## src/rtl/clock_ctrl.sv

```systemverilog
// rtl/clock_ctrl.sv - run/set mode controller for an HH:MM:SS clock
// Turns the 1 Hz tick and two debounced keys into registered counter enable pulses.
module clock_ctrl (
    input  logic       clk,
    input  logic       rst,
    input  logic       tick,
    input  logic       key_mode,
    input  logic       key_inc,
    input  logic       sec_tc,
    input  logic       min_tc,
    output logic       en_sec,
    output logic       en_min,
    output logic       en_hour,
    output logic       sec_clr,
    output logic [1:0] mode,
    output logic       blink
);

    typedef enum logic [1:0] {
        ST_RUN     = 2'b00,
        ST_SET_HR  = 2'b01,
        ST_SET_MIN = 2'b10,
        ST_BAD     = 2'b11
    } state_t;

    state_t     r_state;
    state_t     w_state_nxt;
    logic       r_mode_prev;
    logic       r_inc_prev;
    logic [1:0] r_hold;
    logic [1:0] w_hold_nxt;
    logic       w_mode_press;
    logic       w_inc_press;
    logic       w_repeat;
    logic       w_inc_pulse;
    logic       w_en_sec_nxt;
    logic       w_en_min_nxt;
    logic       w_en_hour_nxt;
    logic       w_sec_clr_nxt;
    logic       w_blink_nxt;

    assign w_mode_press = key_mode & ~r_mode_prev;
    assign w_inc_press  = key_inc & ~r_inc_prev;
    // a press and a repeat tick landing together still give a single pulse
    assign w_repeat     = tick & key_inc & (r_hold == 2'd2);
    assign w_inc_pulse  = w_inc_press | w_repeat;
    assign mode         = r_state;

    always_comb begin
        w_state_nxt   = r_state;
        w_en_sec_nxt  = 1'b0;
        w_en_min_nxt  = 1'b0;
        w_en_hour_nxt = 1'b0;
        w_sec_clr_nxt = 1'b0;
        w_hold_nxt    = 2'd0;
        w_blink_nxt   = blink;

        case (r_state)
            ST_RUN: begin
                if (tick) begin
                    w_en_sec_nxt  = 1'b1;
                    w_en_min_nxt  = sec_tc;
                    w_en_hour_nxt = sec_tc & min_tc;
                end
                if (w_mode_press) w_state_nxt = ST_SET_HR;
            end
            ST_SET_HR: begin
                if (w_mode_press) w_state_nxt = ST_SET_MIN;
                else              w_en_hour_nxt = w_inc_pulse;
            end
            ST_SET_MIN: begin
                if (w_mode_press) begin
                    w_state_nxt   = ST_RUN;
                    w_sec_clr_nxt = 1'b1;
                end else begin
                    w_en_min_nxt  = w_inc_pulse;
                end
            end
            default: w_state_nxt = ST_RUN;
        endcase

        if (w_state_nxt != r_state || w_state_nxt == ST_RUN) w_blink_nxt = 1'b1;
        else if (tick)                                         w_blink_nxt = ~blink;

        // hold counter only lives while key_inc stays down inside one set state
        if (w_state_nxt == r_state && r_state != ST_RUN && key_inc) begin
            if (tick && r_hold != 2'd2) w_hold_nxt = r_hold + 2'd1;
            else                        w_hold_nxt = r_hold;
        end
    end

    always_ff @(posedge clk or posedge rst) begin
        if (rst) begin
            r_state     <= ST_RUN;
            r_mode_prev <= 1'b1;
            r_inc_prev  <= 1'b1;
            r_hold      <= 2'd0;
            en_sec      <= 1'b0;
            en_min      <= 1'b0;
            en_hour     <= 1'b0;
            sec_clr     <= 1'b0;
            blink       <= 1'b1;
        end else begin
            r_state     <= w_state_nxt;
            r_mode_prev <= key_mode;
            r_inc_prev  <= key_inc;
            r_hold      <= w_hold_nxt;
            en_sec      <= w_en_sec_nxt;
            en_min      <= w_en_min_nxt;
            en_hour     <= w_en_hour_nxt;
            sec_clr     <= w_sec_clr_nxt;
            blink       <= w_blink_nxt;
        end
    end

endmodule

```

## config.mk

```make
export PLATFORM = sky130hd
export DESIGN_NAME = clock_ctrl
export DESIGN_NICKNAME = d
export VERILOG_FILES = /design/src/rtl/clock_ctrl.sv
export SDC_FILE = /design/constraint.sdc
export NUM_CORES = 1
export LEC_CHECK = 0
export ABC_AREA = 0
export BUFFER_PORTS_ARGS = -buffer_cell sky130_fd_sc_hd__buf_4
export CORE_AREA = 2 2 39 41
export CTS_CLUSTER_SIZE = 20
export DETAILED_ROUTE_END_ITERATION = 7
export DIE_AREA = 0 0 41 43
export HOLD_SLACK_MARGIN = 0.02
export PLACE_DENSITY_LB_ADDON = 0.12
export SLEW_MARGIN = 25
export SYNTH_ARGS = -nofsm -noshare
export SYNTH_HDL_FRONTEND = slang
export SYNTH_SLANG_ARGS = --single-unit
```

## constraint.sdc

```tcl
create_clock -name clk -period 1.8 [get_ports clk]
set_clock_uncertainty 0.05 [all_clocks]
set_input_delay 0.09 -clock clk [delete_from_list [all_inputs] [get_ports clk]]
set_output_delay 0.09 -clock clk [all_outputs]
set_load 0.1 [all_outputs]
```

; Word level (Yosys, flattened, before mapping)
; Index checks and enable logic that the tools add are counted.
[word_totals]
regBits = 11
in_bits = 7
out_inout_bits = 7
wordCells = 51
[classes]
addsub = 1
eq_ne = 7
muxes = 17
n_bitwise = 9
n_reduce_logical = 8
[ops]
columns = operator, count
row1 = $mux W2, 5
row2 = $mux W1, 9
row3 = $pmux W2 S3, 1
row4 = $and A1 B1 Y1, 5
row5 = $eq A2 B2 Y1 const B, 2
row6 = $logic_not A2 Y1, 2
row7 = $pmux W1 S2, 2
row8 = $reduce_bool A2 Y1, 2
row9 = $logic_and A1 B1 Y1, 3
row10 = $not A1 Y1, 3
row11 = $add A2 B1 Y2 const B, 1
row12 = $eq A2 B1 Y1 const B, 1
row13 = $eq A2 B2 Y1, 1
row14 = $ne A2 B1 Y1 const B, 1
row15 = $ne A2 B2 Y1, 1
row16 = $ne A2 B2 Y1 const B, 1
row17 = $logic_or A1 B1 Y1, 1
row18 = $or A1 B1 Y1, 1

; Depth between registers and ports, before layout
; Gate-level depths: netlist (run 1).
[logic_depth]
ltp_word = 8
ltp_mapped = 5
ltp_nobuf = 5

; Least setup slack after synthesis (run 1)
; Ideal clock, no wire load.
[synth_path]
path_type = register -> register
from = register r_state[1], in the netlist mode[1]
to = register r_state[1], in the netlist mode[1]
setup_time_ns = 0.079
arrival_time_ns = 1.463
required_ns = 1.671
setup_slack_ns = 0.208
path_stages_with_launch = 3
path_buffers = 0
period_less_slack_ns = 1.592
path_cell_list = dfrtp_1 or2b_2 mux2i_1
[synth_via]
elab_chain_cells = 2
elab_cells_between_ends = 7
cone_classes = eq/ne (2) / mux (4) / reduce/logical (1)
[synth_lines]
columns = element, line_no
row1 = "start, declared", 26  ; state_t r_state;
row2 = "start signal, assigned", 104  ; r_state <= w_state_nxt;
row3 = "$eq A2 B2 Y1, or another cell as far along", 58  ; case (r_state)
row4 = $pmux W2 S3 (*), 58
row5 = named net w_state_nxt[1], 27  ; state_t w_state_nxt;
; Mark *: on every way through the listed nets, which the timed path passes. The rest lies on a longest branch.
; A chain may end at the register's enable or synchronous reset.

; Worst setup path in the final report (run 1)
[layout_path]
from = register r_hold[0]
to = register r_hold[1]
[layout_via]
elab_chain_cells = 3
elab_cells_between_ends = 6
cone_classes = add/sub (1) / eq/ne (2) / mux (2) / reduce/logical (1)
[layout_lines]
columns = element, line_no
row1 = "start, declared", 30  ; logic [1:0] r_hold;
row2 = "start signal, assigned", 107  ; r_hold <= w_hold_nxt;
row3 = $add A2 B1 Y2 or $ne A2 B2 Y1 (tied branches), 87  ; if (tick && r_hold != 2'd2) w_hold_nxt = r_hold + 2'd1;
row4 = $mux W2 or $logic_and A1 B1 Y1 (tied branches), 87
row5 = $mux W2 or $ne A2 B1 Y1 (tied branches), --
; Parallel ways exist; a longest one is shown, timed or not. The select of a mux whose other input is x is not followed.

==> implementation parameters, run 1 <==
Parameter                              Value

Placed design
  Setup WS pre-CTS ... between 0.5 and 0.6 ns
  RD Place Congestion ... between 0.7 and 0.8
  Inst Count DP ... 67
  Cell area after placement ... approximately 580 um2
  I/O Buffers ... 13

Route
  Avg WL per Cell ... ~11 um
  Vias after detailed routing ... ~340
  Final routed wirelength across all metal layers ... ~840 um
  Pre-Repair DR Iteration Count ... 1
  Average via count per standard cell ... 4.53
  Antenna-violating nets left ... 0
  Number of DRC violations after detailed routing ... 0
  First DRT Iteration DRCs ... 0

Critical path
  Register-to-Register Path Depth ... 5
  Standard cell with the maximum stage delay on the critical path ... dfrtp_1
  Required arrival time at the worst endpoint ... between 1.5 and 2 ns
  Maximum fanout count along the critical path ... 2
  Top delay family on crit path ... flip-flops
  Largest stage delay on the critical path ... 0.37 ns
  Critical register-to-register path endpoint ... r_hold[1]
  Category of the worst setup path launch point ... flip-flop
  Launch point of the worst reg-to-reg path ... r_hold[0]
  Count of buffering cells on the critical path with inverters included ... 1
  Worst setup path class ... flip-flop to flip-flop
  Critical path data arrival time ... between 1 and 1.5 ns
  Nature of the critical path endpoint ... flip-flop
  Register-to-register setup slack ... about 0.54 ns
  Cells traversed along the worst timing path ... inv_1, ha_1, nor2b_1, mux2i_1, nor2_1

Clock tree
  Master cell of the clock root buffer ... clkbuf_4
  Deepest clock path buffer count ... 2
  Maximum level of the CTS H-tree ... 1
  Clock insertion delay at the later pin of the skew report ... approximately 0.27 ns
  TritonCTS Buffers ... 3
  Clock tree from TritonCTS ... yes
  Number of sinks driven by the clock tree ... 11
  Clk pin slew, worst setup/hold paths ... about 0.070 ns
  PostCTS Resize Cnt ... 0

Logic synthesis
  Largest area contributor in the synthesized netlist ... dfrtp_1
  Number of enable-type register cells in the synthesized netlist ... 0
  XOR/XNOR share of the synthesized area ... 0.0757
  Synth async-reset ratio ... 1.00
  Compound-cell area share of the yosys netlist ... 0.0432
  Top cell type's share of synthesized area ... 0.432
  Dominant cells by area after synthesis ... dfrtp_1 43%, dfstp_2 17%, mux2i_1 4.3%
  Mux contribution to synthesized area ... 0.0432
  Arithmetic-cell share of the synthesized area counting full adders, half adders and majority gates ... 0.0270
  Synthesized flop and latch total ... 11
  Post-Synth Simple-Gate Area ... 0.173
  Leading cell types by count after synthesis ... 8 x dfrtp_1, 4 x nand3_1, 4 x nor2_1
  Most common flop cell mapped by yosys ... dfrtp_1
  Syn Std Cell Area ... between 400 and 500 um2
  Most used standard cell by instance count after synthesis ... dfrtp_1
  Sequential cell area fraction in the yosys report ... 0.603
  Gate count after technology mapping ... 39
  Synthesized netlist net count ... 47
  Mean area per synthesized cell ... between 10 and 15 um2
  Dominant combinational cell family by area after synthesis ... simple AND/OR/NAND/NOR gates
  Synth warnings ... 0
  Distinct cells, synth ... 18

STA
  Share of the clock period used by the worst path after layout ... 0.700
  Max_slew headroom ... 0.734
  Achievable Freq ... just under 0.8 GHz
  Post-route minimum period ... around 1.3 ns
  Setup total negative slack ... 0 ns
  RSZ-0062 raised after global routing ... false
  Final setup violation count ... 0
  Slew at the pin closest to its max-slew limit ... roughly 0.40 ns
  Post-layout worst setup margin ... 0.540 ns
  Fin. Hold Viols ... 0
  Max-slew violation count ... 0

Global routing
  Final global-route overflow total ... 0
  Number of antenna violations at the first check in global routing ... 0
  Wire length of the first global-routing pass ... between 1000 and 1500 um
  Maximum number of pins on one net before global-route repair ... 12
  Tot GR Track Use ... 0.119
  Vias in the first global route ... about 340

Finish
  Area occupied by registers ... 279 um2
  Area growth from synthesis to final layout ... 40.8%
  Final instance area ... about 650 um2
  Total of fill cells in the finished design ... 129
  Post-layout nets ... between 60 and 70
  Area taken by multi-input logic gates ... between 150 and 200 um2
  Antenna Cells ... 0
  Fraction of final layout cells sized beyond drive strength 1 ... 0.367
  Cell Count, Final, Fillers Out ... between 70 and 80

Power and ir drop
  Power density over the cells ... roughly 1800 nW/um2
  Largest voltage drop on the vdd net ... 0.997 mV
  Leakage power ... approximately 0.33 nW

Min path
  Cell count of the worst hold path ... 3
  Hold Path Sink ... blink
  Worst min-delay path class ... primary input to flip-flop
  Origin of the worst min-delay path ... tick

Die
  Die boundary height ... between 40 and 50 um
  Total number of placement rows ... 14
  Die X ... 41 um
  Die area ... around 1800 um2
  Starting density of the core ... 0.335
  CORE AREA ... between 1000 and 1500 um2
  Ports ... 14

Flow run
  Max-Cap Viols ... 0

Run status
  Run status ... completed
## worst reg2reg max path, cell delays in order, from the launching register on
cell and delay [ns]:
dfrtp_1 0.37, inv_1 0.05, ha_1 0.20, nor2b_1 0.21
mux2i_1 0.23, nor2_1 0.05
## cell type report
| class | count | area share |
|---|---|---|
| clock buffer | 4 | 0.0403 |
| inverter | 3 | 0.0173 |
| multi-input combinational | 24 | 0.257 |
| sequential | 11 | 0.428 |
| tap | 16 | 0.0307 |
| timing repair buffer | 18 | 0.226 |
## report_power, final
group / internal, mW / switching [mW] / total [mW]
clock: 0.0858 / 0.0791 / 0.165
combinational: 0.149 / 0.472 / 0.620
sequential: 0.315 / 0.0526 / 0.368
total: 0.550 / 0.603 / 1.15
## how the worst max path moves through the flow
stage / slack, ns / start / endpoint / cells past startpoint
after global routing: 0.46 / r_hold[0] / r_hold[1] / 5
after detailed placement: 0.53 / r_hold[0] / r_hold[1] / 5
after CTS: 0.52 / r_hold[0] / r_hold[1] / 5
after floorplan: 0.21 / mode[1] / mode[1] / 2
after global placement: 0.61 / r_hold[0] / r_hold[1] / 5
final: 0.54 / r_hold[0] / r_hold[1] / 5
## kinds of logic after synthesis
group,Yosys count
simple gates,14
xor+xnor,4
buf+inv,4
flops,11
fa+ha+maj,1
mux,2
compound gates,3
## through the flow
step | hold slack (ns) | power (mW) | utilization
after detailed placement | 0.0645 | 0.984 | 0.416
after global placement | 0.0464 | 0.978 | 0.416
after global routing | 0.0400 | 1.21 | 0.471
after CTS | 0.0329 | 1.16 | 0.471
final | 0.0349 | 1.15 | 0.471
after floorplan | -0.110 | 0.862 | -
## flip-flops by register name, summed over array words and instances, names as in the netlist
signal	flops
mode	2
r_hold	2
blink	1
en_hour	1
en_min	1
en_sec	1
r_inc_prev	1
r_mode_prev	1
sec_clr	1
## cells in the final DEF, fill, tap and decap left out
| master | synthesis | layout |
|---|---|---|
| xor2_1 | 2 | 2 |
| dlygate4sd3_1 | 0 | 5 |
| nand2_1 | 1 | 1 |
| clkbuf_4 | 0 | 3 |
| nand2b_1 | 1 | 1 |
| nand3_1 | 4 | 4 |
| mux2i_1 | 2 | 2 |
| nor2_1 | 4 | 4 |
| nor2b_1 | 1 | 1 |
| nor3b_2 | 1 | 1 |
| xnor2_1 | 2 | 2 |
| or2b_2 | 1 | 1 |
| dfrtp_1 | 8 | 8 |
| inv_1 | 3 | 3 |
| a21bo_2 | 1 | 1 |
| o21ai_1 | 2 | 2 |
| dfstp_2 | 3 | 3 |
| ha_1 | 1 | 1 |
| buf_4 | 0 | 13 |
| or2b_1 | 1 | 1 |
| clkbuf_1 | 0 | 1 |
## per-layer routing
layer | wire [um] | up-vias | GRT usage
met5 | 0 | - | 0
met4 | 34 | 0 | 0.100
met3 | 57 | 5 | 0.0157
met2 | 441 | 12 | 0.188
met1 | 304 | 160 | 0.131
li1 | - | 167 | -
## what timing repair did
| action | 4_1_cts | 5_1_grt |
|---|---|---|
| setup buffers | 0 | 0 |
| hold buffers | 5 | 0 |
| hold endpoints to repair | 12 | 0 |
| endpoints found under the setup margin | 0 | 0 |
Power figures use the tool's default switching activity.
==> inputs of run 2 (changes only) <==
--- a/config.mk
+++ b/config.mk
@@ -5,7 +5,7 @@
 export SDC_FILE = /design/constraint.sdc
 export NUM_CORES = 1
 export LEC_CHECK = 0
-export ABC_AREA = 0
+export ABC_AREA = 1
 export BUFFER_PORTS_ARGS = -buffer_cell sky130_fd_sc_hd__buf_4
 export CORE_AREA = 2 2 39 41
 export CTS_CLUSTER_SIZE = 20
==> constraint.sdc (replaced) <==
create_clock -name clk -period 1.05 [get_ports clk]
set_clock_uncertainty 0.05 [all_clocks]
set_input_delay 0.0525 -clock clk [delete_from_list [all_inputs] [get_ports clk]]
set_output_delay 0.0525 -clock clk [all_outputs]
set_load 0.1 [all_outputs]
==> run 2 against run 1 <==
The flow now finishes with violations (setup timing). Die area unchanged. Clock power rose by 80%. Final cell count grew 32%. Wire length up 24%. Critical path type is now flip-flop to output pin. Critical endpoint is now blink. Largest power group unchanged.
==> implementation parameters, run 2 <==
Parameter                              Value

Run status
  Run status ... complete, but fails checks
  Violated checks ... setup timing

Critical path
  Register-to-Register Path Depth ... 3
  Critical register-to-register path endpoint ... blink
  Worst setup path class ... flip-flop to output pin
  Category of the worst setup path launch point ... flip-flop
  Required arrival time at the worst endpoint ... 0.95 ns
  Count of buffering cells on the critical path with inverters included ... 1
  Nature of the critical path endpoint ... output pin
  Critical path data arrival time ... roughly 1.1 ns
  Standard cell with the maximum stage delay on the critical path ... dfstp_4
  Top delay family on crit path ... flip-flops
  Maximum fanout count along the critical path ... 2
  Cells traversed along the worst timing path ... buf_12
  Largest stage delay on the critical path ... around 0.63 ns
  Launch point of the worst reg-to-reg path ... blink
  Register-to-register setup slack ... 0 ns

Min path
  Worst min-delay path class ... primary input to asynchronous set/reset pin

Route
  Antenna-violating nets left ... 0
  First DRT Iteration DRCs ... 4
  Number of DRC violations after detailed routing ... 0
  Vias after detailed routing ... 454
  Pre-Repair DR Iteration Count ... 2
  Final routed wirelength across all metal layers ... between 1000 and 1500 um
  Avg WL per Cell ... 10.4 um
  Average via count per standard cell ... between 4 and 5

Global routing
  Tot GR Track Use ... 0.151
  Number of antenna violations at the first check in global routing ... 0
  M3 GR Usage ... 0.0471
  Global Route met2 Usage ... 0.194
  Most Used Layer, Global Route ... met2
  Vias in the first global route ... 385
  Global-route met1 utilization ... 0.180
  Wire length of the first global-routing pass ... roughly 1600 um
  Final global-route overflow total ... 0
  Maximum number of pins on one net before global-route repair ... 12

STA
  Fin. Hold Viols ... 0
  Worst hold slack ... between 0.2 and 0.3 ns
  Share of the clock period used by the worst path after layout ... 1.12
  Slew at the pin closest to its max-slew limit ... 0.414 ns
  Post-route minimum period ... between 1 and 1.5 ns
  Post-layout worst setup margin ... -0.126 ns
  Max-slew violation count ... 0
  Setup total negative slack ... -0.179 ns
  Final setup violation count ... 3
  Achievable Freq ... between 0.8 and 0.9 GHz
  RSZ-0062 raised after global routing ... true
  Max_slew headroom ... 0.723

Power and ir drop
  Sw frac ... 0.488
  Overall power consumption ... roughly 2.2 mW
  Leakage power ... a little over 0.4 nW
  Clk pwr share ... 0.132
  Logic gate share of total power ... 0.572
  Net switching power ... about 1.1 mW
  Flop pwr share ... 0.296
  Largest voltage drop on the vdd net ... ~1.9 mV
  Cell internal power dissipation ... roughly 1.2 mW
  Power density over the cells ... between 2000 and 3000 nW/um2

Logic synthesis
  Gate count after technology mapping ... 59
  Most used standard cell by instance count after synthesis ... nand2_1
  Leading cell types by count after synthesis ... 17 x nand2_1, 11 x inv_1, 8 x dfrtp_1
  Synthesized netlist net count ... 67
  Most common flop cell mapped by yosys ... dfrtp_1
  Sequential cell area fraction in the yosys report ... 0.565
  Mean area per synthesized cell ... approximately 8.4 um2
  Number of enable-type register cells in the synthesized netlist ... 0
  Synth async-reset ratio ... 1.00
  Distinct cells, synth ... 13
  Top cell type's share of synthesized area ... 0.405
  Largest area contributor in the synthesized netlist ... dfrtp_1
  Synthesized flop and latch total ... 11
  Synth warnings ... 0
  Syn Std Cell Area ... 494 um2
  Dominant cells by area after synthesis ... dfrtp_1 41%, dfstp_2 16%, nand2_1 13%

Finish
  Commonest cells after routing, fill and taps aside ... 12 x buf_4, 11 x nand2_1, 6 x dfrtp_1, 6 x dlygate4sd3_1
  Leading cell type in the layout, fill and taps excluded ... buf_4
  Total of fill cells in the finished design ... between 100 and 150
  Core occupancy in the finished layout ... 0.590
  Area growth from synthesis to final layout ... 65.1%
  Antenna Cells ... 0
  Fraction of final layout cells sized beyond drive strength 1 ... 0.488
  Post-layout nets ... 93

Die
  Die boundary height ... approximately 43 um
  Total number of placement rows ... 14
  Die X ... 41 um
  Die area ... about 1800 um2
  CORE AREA ... roughly 1400 um2
  Ports ... 14
  Starting density of the core ... 0.357

Clock tree
  Number of sinks driven by the clock tree ... 11
  Clk pin slew, worst setup/hold paths ... approximately 0.07 ns
  TritonCTS Buffers ... 3
  Clock insertion delay at the later pin of the skew report ... between 0.2 and 0.3 ns
  Clock tree from TritonCTS ... yes
  Maximum level of the CTS H-tree ... 1
  Master cell of the clock root buffer ... clkbuf_4
  Deepest clock path buffer count ... 2

Placed design
  RD Place Congestion ... roughly 0.66
  I/O Buffers ... 13
  Estimated wirelength of the detail-placed design ... 655 um

Flow run
  Max-Cap Viols ... 0
## run 2: changes by cell type after synthesis, sizes merged, moves of 2 or more
cell,before,now
or2b,2,0
inv,3,11
nand2,1,17
nand3,4,6
xor2,2,0
mux2i,2,0
nor2,4,6
## run 2: logic make-up (layout without fill, tap and decap cells)
logic type,after synthesis,count (layout),synth area share
fa+ha+maj,1,1,0.0253
simple gates,30,30,0.248
flops,11,11,0.565
xor+xnor,1,1,0.0177
compound gates,4,4,0.0456
buf+inv,12,37,0.0987
## run 2: stage by stage
step | area [um2] | cells | setup slack, ns
6_report | 816 | 100 | -0.126
5_1_grt | 816 | 100 | -0.145
4_1_cts | 772 | 99 | -0.131
3_5_place_dp | 621 | 87 | -0.0508
3_3_place_gp | 621 | 87 | -0.0216
2_1_floorplan | 510 | 59 | -0.0736
## run 2: cell type report
| class | count | area [um2] | share of cell area |
|---|---|---|---|
| flip-flops and latches | 11 | 290 | 0.356 |
| well taps | 16 | 20.0 | 0.0245 |
| repair buffers | 22 | 221 | 0.271 |
| clock buffers | 4 | 26.3 | 0.0322 |
| inverters | 11 | 43.8 | 0.0537 |
| multi-input cells | 36 | 214 | 0.262 |
## run 2: repair_timing
action | in CTS | in global routing
pin swaps | 4 | 7
gates resized for setup | 13 | 13
hold endpoints to repair | 15 | 0
setup endpoints to repair | 7 | 10
buffers inserted | 2 | 1
hold buffers | 6 | 0
## run 2: layer usage
layer / part of all wire / vias to the layer above
met2: 0.49 / 9
met4: 0.044 / 0
met3: 0.040 / 4
met5: 0 / -
met1: 0.43 / 210
li1: - / 231
## run 2: power groups by stage
stage               Combinational, mW  Clock [mW]  Sequential [mW]
detailed placement               1.01           0            0.647
CTS                              1.22       0.303            0.660
finish                           1.29       0.297            0.665
global placement                 1.01           0            0.643
floorplan                       0.225           0             1.24
global route                     1.35       0.329            0.678
## run 2: worst max path at each step
stage	startpoint	endpoint	slack, ns	cells after the start
6_report	blink	blink	-0.13	1
5_1_grt	blink	blink	-0.15	1
4_1_cts	blink	blink	-0.13	1
3_5_place_dp	r_hold[0]	r_hold[1]	-0.05	8
3_3_place_gp	r_hold[0]	r_hold[1]	-0.02	8
2_1_floorplan	blink	blink	-0.07	2
==> inputs of run 3 (changes only) <==
==> constraint.sdc (replaced) <==
create_clock -name clk -period 1.35 [get_ports clk]
set_clock_uncertainty 0.05 [all_clocks]
set_input_delay 0.0675 -clock clk [delete_from_list [all_inputs] [get_ports clk]]
set_output_delay 0.0675 -clock clk [all_outputs]
set_load 0.1 [all_outputs]
==> run 3 against run 2 <==
The flow now finishes without violations. Non-clock buffer count down 3. Setup slack better by 0.26 ns. Cell area down 15%. Critical path depth unchanged. Utilization down 8.9 points. Via count down 5.9%. Sequential share of layout area up 5.0 points. Hold slack better by 0.021 ns. Critical path type unchanged.
==> implementation parameters, run 3 (same netlist as run 2, synthesis figures left out) <==
Parameter                              Value

Run status
  Run status ... completed

Placed design
  I/O Buffers ... 13
  RD Place Congestion ... about 0.71
  Estimated wirelength of the detail-placed design ... ~670 um
  Setup WS pre-CTS ... 0.270 ns

Die
  Total number of placement rows ... 14
  Ports ... 14
  Die boundary height ... about 43 um
  CORE AREA ... 1380 um2
  Die X ... just over 40 um
  Die area ... 1760 um2
  Starting density of the core ... 0.357

Route
  Top routing layer in use ... met4
  Avg WL per Cell ... ~10 um
  Final routed wirelength across all metal layers ... 991 um
  Met2 routed wirelength ... between 400 and 500 um
  Vias after detailed routing ... 427
  Antenna-violating nets left ... 0
  Length of routed met3 wiring ... 54 um
  Average via count per standard cell ... between 4 and 5
  Met1 layer wirelength in the final routing ... roughly 450 um
  Pre-Repair DR Iteration Count ... 4
  Number of DRC violations after detailed routing ... 0
  First DRT Iteration DRCs ... 7

Critical path
  Top delay family on crit path ... flip-flops
  Largest stage delay on the critical path ... ~0.54 ns
  Worst setup path class ... flip-flop to output pin
  Maximum fanout count along the critical path ... 2
  Required arrival time at the worst endpoint ... between 1 and 1.5 ns
  Critical register-to-register path endpoint ... r_hold[1]
  Nature of the critical path endpoint ... output pin
  Category of the worst setup path launch point ... flip-flop
  Launch point of the worst reg-to-reg path ... r_hold[0]
  Count of buffering cells on the critical path with inverters included ... 1
  Register-to-register setup slack ... about 0.26 ns
  Cells traversed along the worst timing path ... buf_4
  Critical path data arrival time ... between 1 and 1.5 ns
  Standard cell with the maximum stage delay on the critical path ... dfstp_2
  Register-to-Register Path Depth ... 8

Clock tree
  Number of sinks driven by the clock tree ... 11
  Deepest clock path buffer count ... 2
  Number of buffers inserted to repair setup after CTS ... 0
  Clock tree from TritonCTS ... yes
  TritonCTS Buffers ... 3
  Maximum level of the CTS H-tree ... 1
  Clk pin slew, worst setup/hold paths ... roughly 0.070 ns
  Master cell of the clock root buffer ... clkbuf_4
  Clock insertion delay at the later pin of the skew report ... around 0.27 ns

Finish
  Fraction of final layout cells sized beyond drive strength 1 ... 0.259
  Area growth from synthesis to final layout ... 40.3%
  Leading cell type in the layout, fill and taps excluded ... nand2_1
  Core occupancy in the finished layout ... 0.501
  Post-layout nets ... 90
  Antenna Cells ... 0
  Commonest cells after routing, fill and taps aside ... 17 x nand2_1, 13 x buf_4, 11 x inv_1

Power and ir drop
  Largest voltage drop on the vdd net ... between 1 and 1.5 mV
  Overall power consumption ... between 1 and 1.5 mW
  Leakage power ... roughly 0.38 nW
  Power density over the cells ... between 2000 and 2500 nW/um2

STA
  Final setup violation count ... 0
  Achievable Freq ... just over 0.8 GHz
  Slew at the pin closest to its max-slew limit ... approximately 0.42 ns
  Post-layout worst setup margin ... around 0.14 ns
  Fin. Hold Viols ... 0
  Share of the clock period used by the worst path after layout ... 0.898
  Worst hold slack ... a little under 0.3 ns
  Post-route minimum period ... around 1.2 ns
  Setup total negative slack ... 0 ns
  Max-slew violation count ... 0
  Max_slew headroom ... 0.719
  RSZ-0062 raised after global routing ... false

Flow run
  Max-Cap Viols ... 0

Global routing
  Final global-route overflow total ... 0
  Maximum number of pins on one net before global-route repair ... 12
  Tot GR Track Use ... 0.150
  Number of antenna violations at the first check in global routing ... 0
  Vias in the first global route ... 411
  Wire length of the first global-routing pass ... roughly 1700 um

Min path
  Worst min-delay path class ... primary input to asynchronous set/reset pin
## run 3: cell count changes in the layout (fill, tap and decap cells not counted), sizes merged
cell and change:
buf -3
## run 3: timing repair
action | CTS | global route
hold endpoints to repair | 13 | 0
resized for setup | 0 | 0
hold buffers | 6 | 0
## run 3: per-layer routing
layer / global-route usage / up-vias
li1: - / 225
met1: 0.181 / 185
met2: 0.209 / 13
met3: 0.0471 / 4
met4: 0.120 / 0
met5: 0 / -
## run 3: worst max-delay path by stage
stage	start	to	slack [ns]	cells past startpoint
3_3_place_gp	r_hold[0]	r_hold[1]	0.29	8
4_1_cts	blink	blink	0.12	1
5_1_grt	blink	blink	0.11	1
2_1_floorplan	mode[1]	r_hold[1]	0.09	5
3_5_place_dp	r_hold[0]	r_hold[1]	0.27	8
6_report	blink	blink	0.14	1
## run 3: through the flow
step                cells  instance area (um2)
global route           97                  693
finish                 97                  693
CTS                    97                  693
global placement       87                  607
floorplan              59                  497
detailed placement     87                  607
## run 3: cell type report
class / count / area (um2)
fillers: 135 / 691
repair buffers: 19 / 158
clock buffers: 4 / 26.3
multi-input cells: 36 / 166
well taps: 16 / 20.0
inverters: 11 / 41.3
flip-flops and latches: 11 / 282
## run 3: where the power goes
| part | total (mW) | internal (mW) | switching (mW) |
|---|---|---|---|
| combinational | 0.782 | 0.169 | 0.612 |
| sequential | 0.467 | 0.416 | 0.0511 |
| clock | 0.225 | 0.115 | 0.111 |
